==> src/rtl/cneuron_pkg.sv <==
`default_nettype none
// ============================================================================
// Module      : cneuron_pkg
// Description : Shared types for the 2x2 convolution sequencer: sequencer
//               state encoding, pixel width, tap count and the packed
//               4-pixel window vector handed to the neuron.
// Revision    : 1.0 - initial release
// ============================================================================
package cneuron_pkg;

    localparam int PIX_W = 8;
    localparam int TAPS  = 4;

    // tap i occupies bits [PIX_W*i +: PIX_W]
    typedef logic [TAPS-1:0][PIX_W-1:0] pix_vec_t;

    typedef enum logic [2:0] {
        IDLE   = 3'd0,
        FETCH  = 3'd1,
        NEURON = 3'd2,
        OUT    = 3'd3,
        FIN    = 3'd4
    } state_t;

endpackage
`default_nettype wire

==> src/rtl/cneuron_win_addr.sv <==
`default_nettype none
// ============================================================================
// Module      : cneuron_win_addr
// Description : Combinational window address generator. For window origin
//               (row, col) and tap k it returns the raster address of
//               pixel (row + k[1], col + k[0]).
// Ports       : i_row  - window origin row
//               i_col  - window origin column
//               i_k    - tap number 0..3 (bit1 = row offset, bit0 = col offset)
//               o_addr - pixel-memory address
// Revision    : 1.0 - initial release
// ============================================================================
module cneuron_win_addr #(
    parameter int IMG_W  = 8,
    parameter int ADDR_W = 16,
    parameter int ROW_W  = 3,
    parameter int COL_W  = 3
) (
    input  logic [ROW_W-1:0]  i_row,
    input  logic [COL_W-1:0]  i_col,
    input  logic [1:0]        i_k,
    output logic [ADDR_W-1:0] o_addr
);

    logic [ADDR_W-1:0] w_row;
    logic [ADDR_W-1:0] w_col;

    always_comb begin
        w_row  = ADDR_W'(i_row) + ADDR_W'(i_k[1]);
        w_col  = ADDR_W'(i_col) + ADDR_W'(i_k[0]);
        o_addr = (w_row * ADDR_W'(IMG_W)) + w_col;
    end

endmodule
`default_nettype wire

==> src/rtl/cneuron_seq.sv <==
`default_nettype none
// ============================================================================
// Module      : cneuron_seq
// Description : Sequencer for a 2x2, stride-1 convolution over an 8-bit image
//               in synchronous-read memory. Fetches each window, lets the
//               external neuron register its result, then streams results
//               out in raster order on a valid/ready interface.
// Ports       : clk, rst            - clock, synchronous active-high reset
//               start, kernel_in    - frame request and kernel to latch
//               busy, done          - frame in progress / completion pulse
//               rd_en, rd_addr,
//               rd_data             - pixel memory, 1-cycle read latency
//               nrn_kernel,
//               nrn_pixels,
//               nrn_result          - external neuron interface
//               out_valid, out_ready,
//               out_data, out_idx   - result stream
// Revision    : 1.0 - initial release
// ============================================================================
module cneuron_seq
    import cneuron_pkg::*;
#(
    parameter int IMG_W  = 8,
    parameter int IMG_H  = 8,
    parameter int ADDR_W = 16,
    parameter int OIDX_W = 16
) (
    input  logic              clk,
    input  logic              rst,
    input  logic              start,
    input  logic [31:0]       kernel_in,
    output logic              busy,
    output logic              done,
    output logic              rd_en,
    output logic [ADDR_W-1:0] rd_addr,
    input  logic [7:0]        rd_data,
    output logic [31:0]       nrn_kernel,
    output pix_vec_t          nrn_pixels,
    input  logic [7:0]        nrn_result,
    output logic              out_valid,
    input  logic              out_ready,
    output logic [7:0]        out_data,
    output logic [OIDX_W-1:0] out_idx
);

    // Window origins only reach IMG-2, so the counters need to hold IMG-2.
    localparam int c_ROW_W = (IMG_H > 2) ? $clog2(IMG_H - 1) : 1;
    localparam int c_COL_W = (IMG_W > 2) ? $clog2(IMG_W - 1) : 1;

    state_t               r_state;
    state_t               w_state_nxt;
    logic [c_ROW_W-1:0]   r_row;
    logic [c_COL_W-1:0]   r_col;
    logic [2:0]           r_k;
    logic [OIDX_W-1:0]    r_oidx;
    logic [31:0]          r_kernel;
    pix_vec_t             r_pixels;

    logic                 w_last_col;
    logic                 w_last_row;
    logic [1:0]           w_cap_idx;
    logic [ADDR_W-1:0]    w_addr;

    assign w_last_col = (r_col == c_COL_W'(IMG_W - 2));
    assign w_last_row = (r_row == c_ROW_W'(IMG_H - 2));
    // read data lags the request by one cycle, so tap k lands while r_k = k+1
    assign w_cap_idx  = r_k[1:0] - 2'd1;

    cneuron_win_addr #(
        .IMG_W  (IMG_W),
        .ADDR_W (ADDR_W),
        .ROW_W  (c_ROW_W),
        .COL_W  (c_COL_W)
    ) u_win_addr (
        .i_row  (r_row),
        .i_col  (r_col),
        .i_k    (r_k[1:0]),
        .o_addr (w_addr)
    );

    // ------------------------------------------------------------------
    // State register
    // ------------------------------------------------------------------
    always_ff @(posedge clk) begin
        if (rst) begin
            r_state <= IDLE;
        end else begin
            r_state <= w_state_nxt;
        end
    end

    // ------------------------------------------------------------------
    // Next state and control outputs
    // ------------------------------------------------------------------
    always_comb begin
        w_state_nxt = r_state;
        busy        = 1'b1;
        done        = 1'b0;
        rd_en       = 1'b0;
        out_valid   = 1'b0;
        case (r_state)
            IDLE: begin
                busy = 1'b0;
                if (start) begin
                    w_state_nxt = FETCH;
                end
            end
            FETCH: begin
                rd_en = ~r_k[2];
                if (r_k[2]) begin
                    w_state_nxt = NEURON;
                end
            end
            NEURON: begin
                w_state_nxt = OUT;
            end
            OUT: begin
                out_valid = 1'b1;
                if (out_ready) begin
                    w_state_nxt = (w_last_col && w_last_row) ? FIN : FETCH;
                end
            end
            FIN: begin
                busy        = 1'b0;
                done        = 1'b1;
                w_state_nxt = IDLE;
            end
            default: begin
                busy        = 1'b0;
                w_state_nxt = IDLE;
            end
        endcase
    end

    // ------------------------------------------------------------------
    // Datapath: counters, kernel latch, window capture
    // ------------------------------------------------------------------
    always_ff @(posedge clk) begin
        if (rst) begin
            r_row    <= '0;
            r_col    <= '0;
            r_k      <= '0;
            r_oidx   <= '0;
            r_kernel <= '0;
            r_pixels <= '0;
        end else begin
            case (r_state)
                IDLE: begin
                    if (start) begin
                        r_kernel <= kernel_in;
                        r_row    <= '0;
                        r_col    <= '0;
                        r_k      <= '0;
                        r_oidx   <= '0;
                    end
                end
                FETCH: begin
                    if (r_k != 3'd0) begin
                        r_pixels[w_cap_idx] <= rd_data;
                    end
                    r_k <= r_k[2] ? 3'd0 : (r_k + 3'd1);
                end
                OUT: begin
                    if (out_ready) begin
                        r_oidx <= r_oidx + OIDX_W'(1);
                        if (!w_last_col) begin
                            r_col <= r_col + c_COL_W'(1);
                        end else if (!w_last_row) begin
                            r_col <= '0;
                            r_row <= r_row + c_ROW_W'(1);
                        end
                    end
                end
                default: begin
                end
            endcase
        end
    end

    assign rd_addr    = rd_en ? w_addr : '0;
    assign nrn_kernel = r_kernel;
    assign nrn_pixels = r_pixels;
    // result is a pass-through of the neuron register; zero when not offered
    assign out_data   = out_valid ? nrn_result : 8'd0;
    assign out_idx    = out_valid ? r_oidx : '0;

endmodule
`default_nettype wire

==> config.mk <==
export PLATFORM = sky130hd
export DESIGN_NAME = cneuron_seq
export DESIGN_NICKNAME = d
export VERILOG_FILES = /design/src/rtl/cneuron_pkg.sv /design/src/rtl/cneuron_win_addr.sv /design/src/rtl/cneuron_seq.sv
export SDC_FILE = /design/constraint.sdc
export NUM_CORES = 1
export LEC_CHECK = 0
export ABC_AREA = 1
export CORE_MARGIN = 2
export CORE_UTILIZATION = 45
export DETAILED_ROUTE_END_ITERATION = 7
export GPL_TIMING_DRIVEN = 0
export PLACE_DENSITY = 0.92
export SYNTH_ARGS = -nofsm -noshare
export SYNTH_HDL_FRONTEND = slang
export SYNTH_HIERARCHICAL = 1
export SYNTH_SLANG_ARGS = --single-unit
==> constraint.sdc <==
create_clock -name clk -period 2.2 [get_ports clk]
set_clock_uncertainty 0.15 [all_clocks]
set_input_delay 0.55 -clock clk [delete_from_list [all_inputs] [get_ports clk]]
set_output_delay 0.55 -clock clk [all_outputs]
set_load 0.1 [all_outputs]
== Word-level counts from Yosys, hierarchy flattened ==
Index checks and enable logic that the tools add are counted.

* Bits in registers: 92
* Bits of input ports: 52
* Output and inout bits: 108
* Word-level logic and storage cells: 76

* Reduce and logical (&&, ||, !) cells: 14
* Eq/ne operators: 12
* Add/subtract/negate cells: 8
* Order comparisons: 2
* Bitwise operators: 1
* Multiplexer cells: 29

{| class="wikitable"
|+ Operator list
! operator !! number
|-
| $mux 16 || 4
|-
| $mux 3 || 12
|-
| $bwmux 32 || 1
|-
| $pmux 16 s2 || 1
|-
| $pmux 3 s2 || 3
|-
| $add 16x1->16 const B || 1
|-
| $add 16x16->16 || 1
|-
| $demux 8 s2 || 1
|-
| $mux 8 || 2
|-
| $pmux 3 s4 || 1
|-
| $ne 2x2->1 const B || 5
|-
| $add 3x1->3 const B || 3
|-
| $eq 3x3->1 const B || 3
|-
| $add 3x1->4 || 2
|-
| $eq 3x2->1 const B || 2
|-
| $reduce_and 2->1 || 3
|-
| $reduce_and 3->1 || 2
|-
| $reduce_and 5->1 || 1
|-
| $mux 1 || 4
|-
| $reduce_and 4->1 || 1
|-
| $reduce_bool 2->1 || 2
|-
| $eq 3x1->1 const B || 1
|-
| $logic_not 3->1 || 1
|-
| $lt 2x3->1 const B || 1
|-
| other kinds (7) || 8
|}

== Depth between registers and ports, before layout ==
* Depth in word-level cells: 6
* Mapped depth: 9
* Gate-level depth less buffers: 9

== Cells and area by module ==
The synthesis kept the hierarchy.

{| class="wikitable"
|+ Modules (own cells, without submodules)
! module !! seq. area each (um^2) !! instances !! cells an instance !! area an instance (um^2)
|-
| cneuron_seq || 1841.8 || 1 || 591 || 4097.7
|-
| cneuron_win_addr || 0.0 || 1 || 43 || 259.0
|}

== Worst setup path before layout ==
Ideal clock, no wire load.

* Path type: register to output
* From: register r_state[0]
* To: output rd_addr[5]
* Stages on the path, launching flop included: 8
* Required time: 1.500 ns
* Setup slack: -1.354 ns
* Data arrival time: 2.854 ns
* Cell sequence: dfxtp_1 > inv_1 > nor2_1 > nand2_1 > nor2_4 > inv_2 > clkbuf_1 > nor2_1

* Longest elaborated chain between the ends: 3

{| class="wikitable"
|+ RTL lines
! element !! line !! source
|-
| from (decl) || cneuron_seq.sv:50 || <nowiki>state_t r_state;</nowiki>
|-
| from (signal assigned) || cneuron_seq.sv:88 || <nowiki>r_state <= w_state_nxt;</nowiki>
|-
| $eq 3x1->1 || cneuron_seq.sv:101 || <nowiki>case (r_state)</nowiki>
|-
| $mux 1 || cneuron_seq.sv:101 ||
|-
| net rd_en || cneuron_seq.sv:34 || <nowiki>output logic rd_en,</nowiki>
|-
| $mux 16 || cneuron_seq.sv:180 || <nowiki>assign rd_addr = rd_en ? w_addr : '0;</nowiki>
|-
| to (decl) || cneuron_seq.sv:35 || <nowiki>output logic [ADDR_W-1:0] rd_addr,</nowiki>
|}

The timed path passes the listed nets, and every way through them passes these cells.

== Worst setup path in the final report ==
* From: register r_col[0]
* To: output rd_addr[2]

* Longest elaborated chain between the ends: 3

{| class="wikitable"
|+ RTL lines
! element !! line !! source
|-
| from (decl) || cneuron_seq.sv:53 || <nowiki>logic [c_COL_W-1:0] r_col;</nowiki>
|-
| from (signal assigned) || cneuron_seq.sv:167 || <nowiki>r_col <= r_col + c_COL_W'(1);</nowiki>
|-
| $add 3x1->4 || cneuron_win_addr.sv:30 || <nowiki>w_col = ADDR_W'(i_col) + ADDR_W'(i_k[0]);</nowiki>
|-
| $add 16x16->16 || cneuron_win_addr.sv:31 || <nowiki>o_addr = (w_row * ADDR_W'(IMG_W)) + w_col;</nowiki>
|-
| net w_addr[2] || cneuron_seq.sv:62 || <nowiki>logic [ADDR_W-1:0] w_addr;</nowiki>
|-
| $mux 16 || cneuron_seq.sv:180 ||
|}

The timed path passes the listed nets, and every way through them passes these cells.

==> results.json <==
{
  "rsz0062_at_grt": "true",
  "ys_warn_count": 6,
  "hp-start": "nrn_kernel[12]",
  "antennaDiodeCount": 0,
  "clk_pin_slew_ps": 90,
  "fmaxAchievable_ghz": 0.416,
  "crit_start": "r_col[0]",
  "status": "finished, violations left",
  "final_common_cell": "inv_1",
  "dpl.cell_count": 920,
  "ioPinCount": 160,
  "fin_util": 0.787,
  "firstDrtPassIters": 4,
  "core-area_sq_mm": 0.00933,
  "power.total_uw": 6310,
  "ff_latch_area_sq_mm": 0.00187,
  "fin_crit_sh": 1.09,
  "ys_seq_area_frac": 0.423,
  "die_height_um": 102,
  "routed_via_density": 4.95,
  "drive_gt1_frac": 0.290,
  "cts-root-buf": "clkbuf_8",
  "fp.dieW_um": 102,
  "ys_ff_latch": 92,
  "peakVddDrop_mv": 0.821,
  "dpl-instance-area_sq_mm": 0.00632,
  "antenna_found_initial": 0,
  "vias": 4755,
  "place_ws_ps": -942,
  "cp.required_ps": 1500,
  "clkSinkCount": 92,
  "gr-usage-all-layers": 0.243,
  "violations": "max-slew violations, negative setup slack",
  "maxSlewViolCount": 9,
  "drv_cap": 0,
  "htreeDepth": 3,
  "layout_common_cells": "98 x inv_1, 81 x dfxtp_1, 80 x nor2_1",
  "totalWireLength_mm": 13.8,
  "tightest_slew_ps": 1760,
  "drt_first_iter_violations": 166,
  "synth_cells": 634,
  "nNetsFinal": 890,
  "drtAntennaViolNets": 0,
  "ys_types": 27,
  "setup_ws_ps": -205,
  "period_needed_ps": 2410,
  "route.detailed.drc": 0,
  "grt_pass1_wl_mm": 20.2,
  "relSlewSlack": -0.178,
  "stdcell_count": 960,
  "grt-ovfl-total": 0,
  "design_area_sq_mm": 0.00734,
  "end_kind": "primary output",
  "port_buffers": 149,
  "syn_to_final_growth_pct": 68.4,
  "clk_path_buf_depth": 2,
  "grt_pass1_vias": 4424,
  "r2r_start": "r_k[1]",
  "wl_per_cell_um": 14.4,
  "synth.cell_area_sq_mm": 0.00436,
  "gp_congestion": 0.877,
  "hold_viol": 0,
  "cts_made_buffers": 9,
  "setup_viol": 29,
  "initial_utilization": 0.467,
  "worstSetupPathType": "reg -> out",
  "grt_start_max_net_pins": 17,
  "powerDensity_mw_per_mm2": 860,
  "clock_latency_ps": 340,
  "nFillCells": 607,
  "critPathLaunchType": "register",
  "cp_max_fo": 2,
  "hpwlAfterDp_mm": 8.86,
  "multi_input_area_sq_mm": 0.00230,
  "hold_class": "reg -> reg",
  "dieArea_sq_mm": 0.0105,
  "cp.arrival_ps": 1710,
  "cts_tree": "done",
  "p_leak_uw": 0.00285,
  "rows": 35,
  "avgSynthCellArea_sq_um": 6.87
}
synth_stat cells, drive strengths merged:
library cell,n,area (sq um)
nor2,120,493
inv,111,417
dfxtp,92,1840
nand2,84,345
o21ai,69,345
a21oi,63,315
nand3,37,190
buf,19,121
clkbuf,11,41.3
ha,11,138
nor3,6,35.0
nand4,4,25.0
xor2,3,26.3
a31oi,2,12.5
conb,1,3.75
nor4,1,6.26
cell type report:
class | count | share of cell area
clock buffer | 9 | 0.0169
multi-input combinational | 409 | 0.314
buffer | 30 | 0.0336
clock inverter | 6 | 0.00955
sequential | 92 | 0.255
timing repair buffer | 174 | 0.291
tap | 129 | 0.0220
inverter | 111 | 0.0585
sequential cells by signal, indices dropped and copies added, names as in the netlist:
register and cells:
r_state 3, nrn_pixels 32, r_col 3, nrn_kernel 32, r_k 3, r_oidx 16, r_row 3
worst max-delay path, cell delays in order, from the launching register on:
cell	delay [ps]
dfxtp_2	340
ha_4	160
ha_4	160
buf_4	130
xor2_1	170
inv_1	100
nor2_4	130
buf_12	180
stage by stage:
stage	hold WS [ps]	TNS [ps]
floorplan	289	-2950
global placement	281	-26170
detailed placement	286	-26830
CTS	300	-2860
global route	316	-3760
finish	300	-1880
logic make-up after synthesis:
logic type,synth area share
buf+inv,0.133
simple gates,0.251
other cells,0.000861
flops,0.423
xor+xnor,0.00603
compound gates,0.155
fa+ha+maj,0.0316
metal layers:
layer  wire length, um  track usage
met3              1230       0.0855
met2              7360        0.447
met1              5000        0.269
met4               239       0.0564
met5                 0            0
timing repair:
item,CTS,global route
resized for setup,516,30
buffers inserted,10,12
endpoints found under the setup margin,99,32
pin swaps,6,10
endpoints found under the hold margin,0,0
hold buffers,0,0
gates cloned,0,3
path summary, 6_finish.rpt:
| path | to | slack [ps] | cells after the start |
|---|---|---|---|
| setup / recovery | rd_addr[2] | -210 | 7 |
| setup reg to reg | nrn_pixels[4] | 240 | 10 |
| hold / removal | nrn_kernel[12] | 300 | 2 |
| hold reg to reg | nrn_kernel[12] | 300 | 2 |
power breakdown:
part,internal [uW],switching (uW)
Sequential,1840,120
Combinational,778,2400
Clock,535,629
Total,3150,3150
No activity file was read; power rests on OpenSTA's default activity.
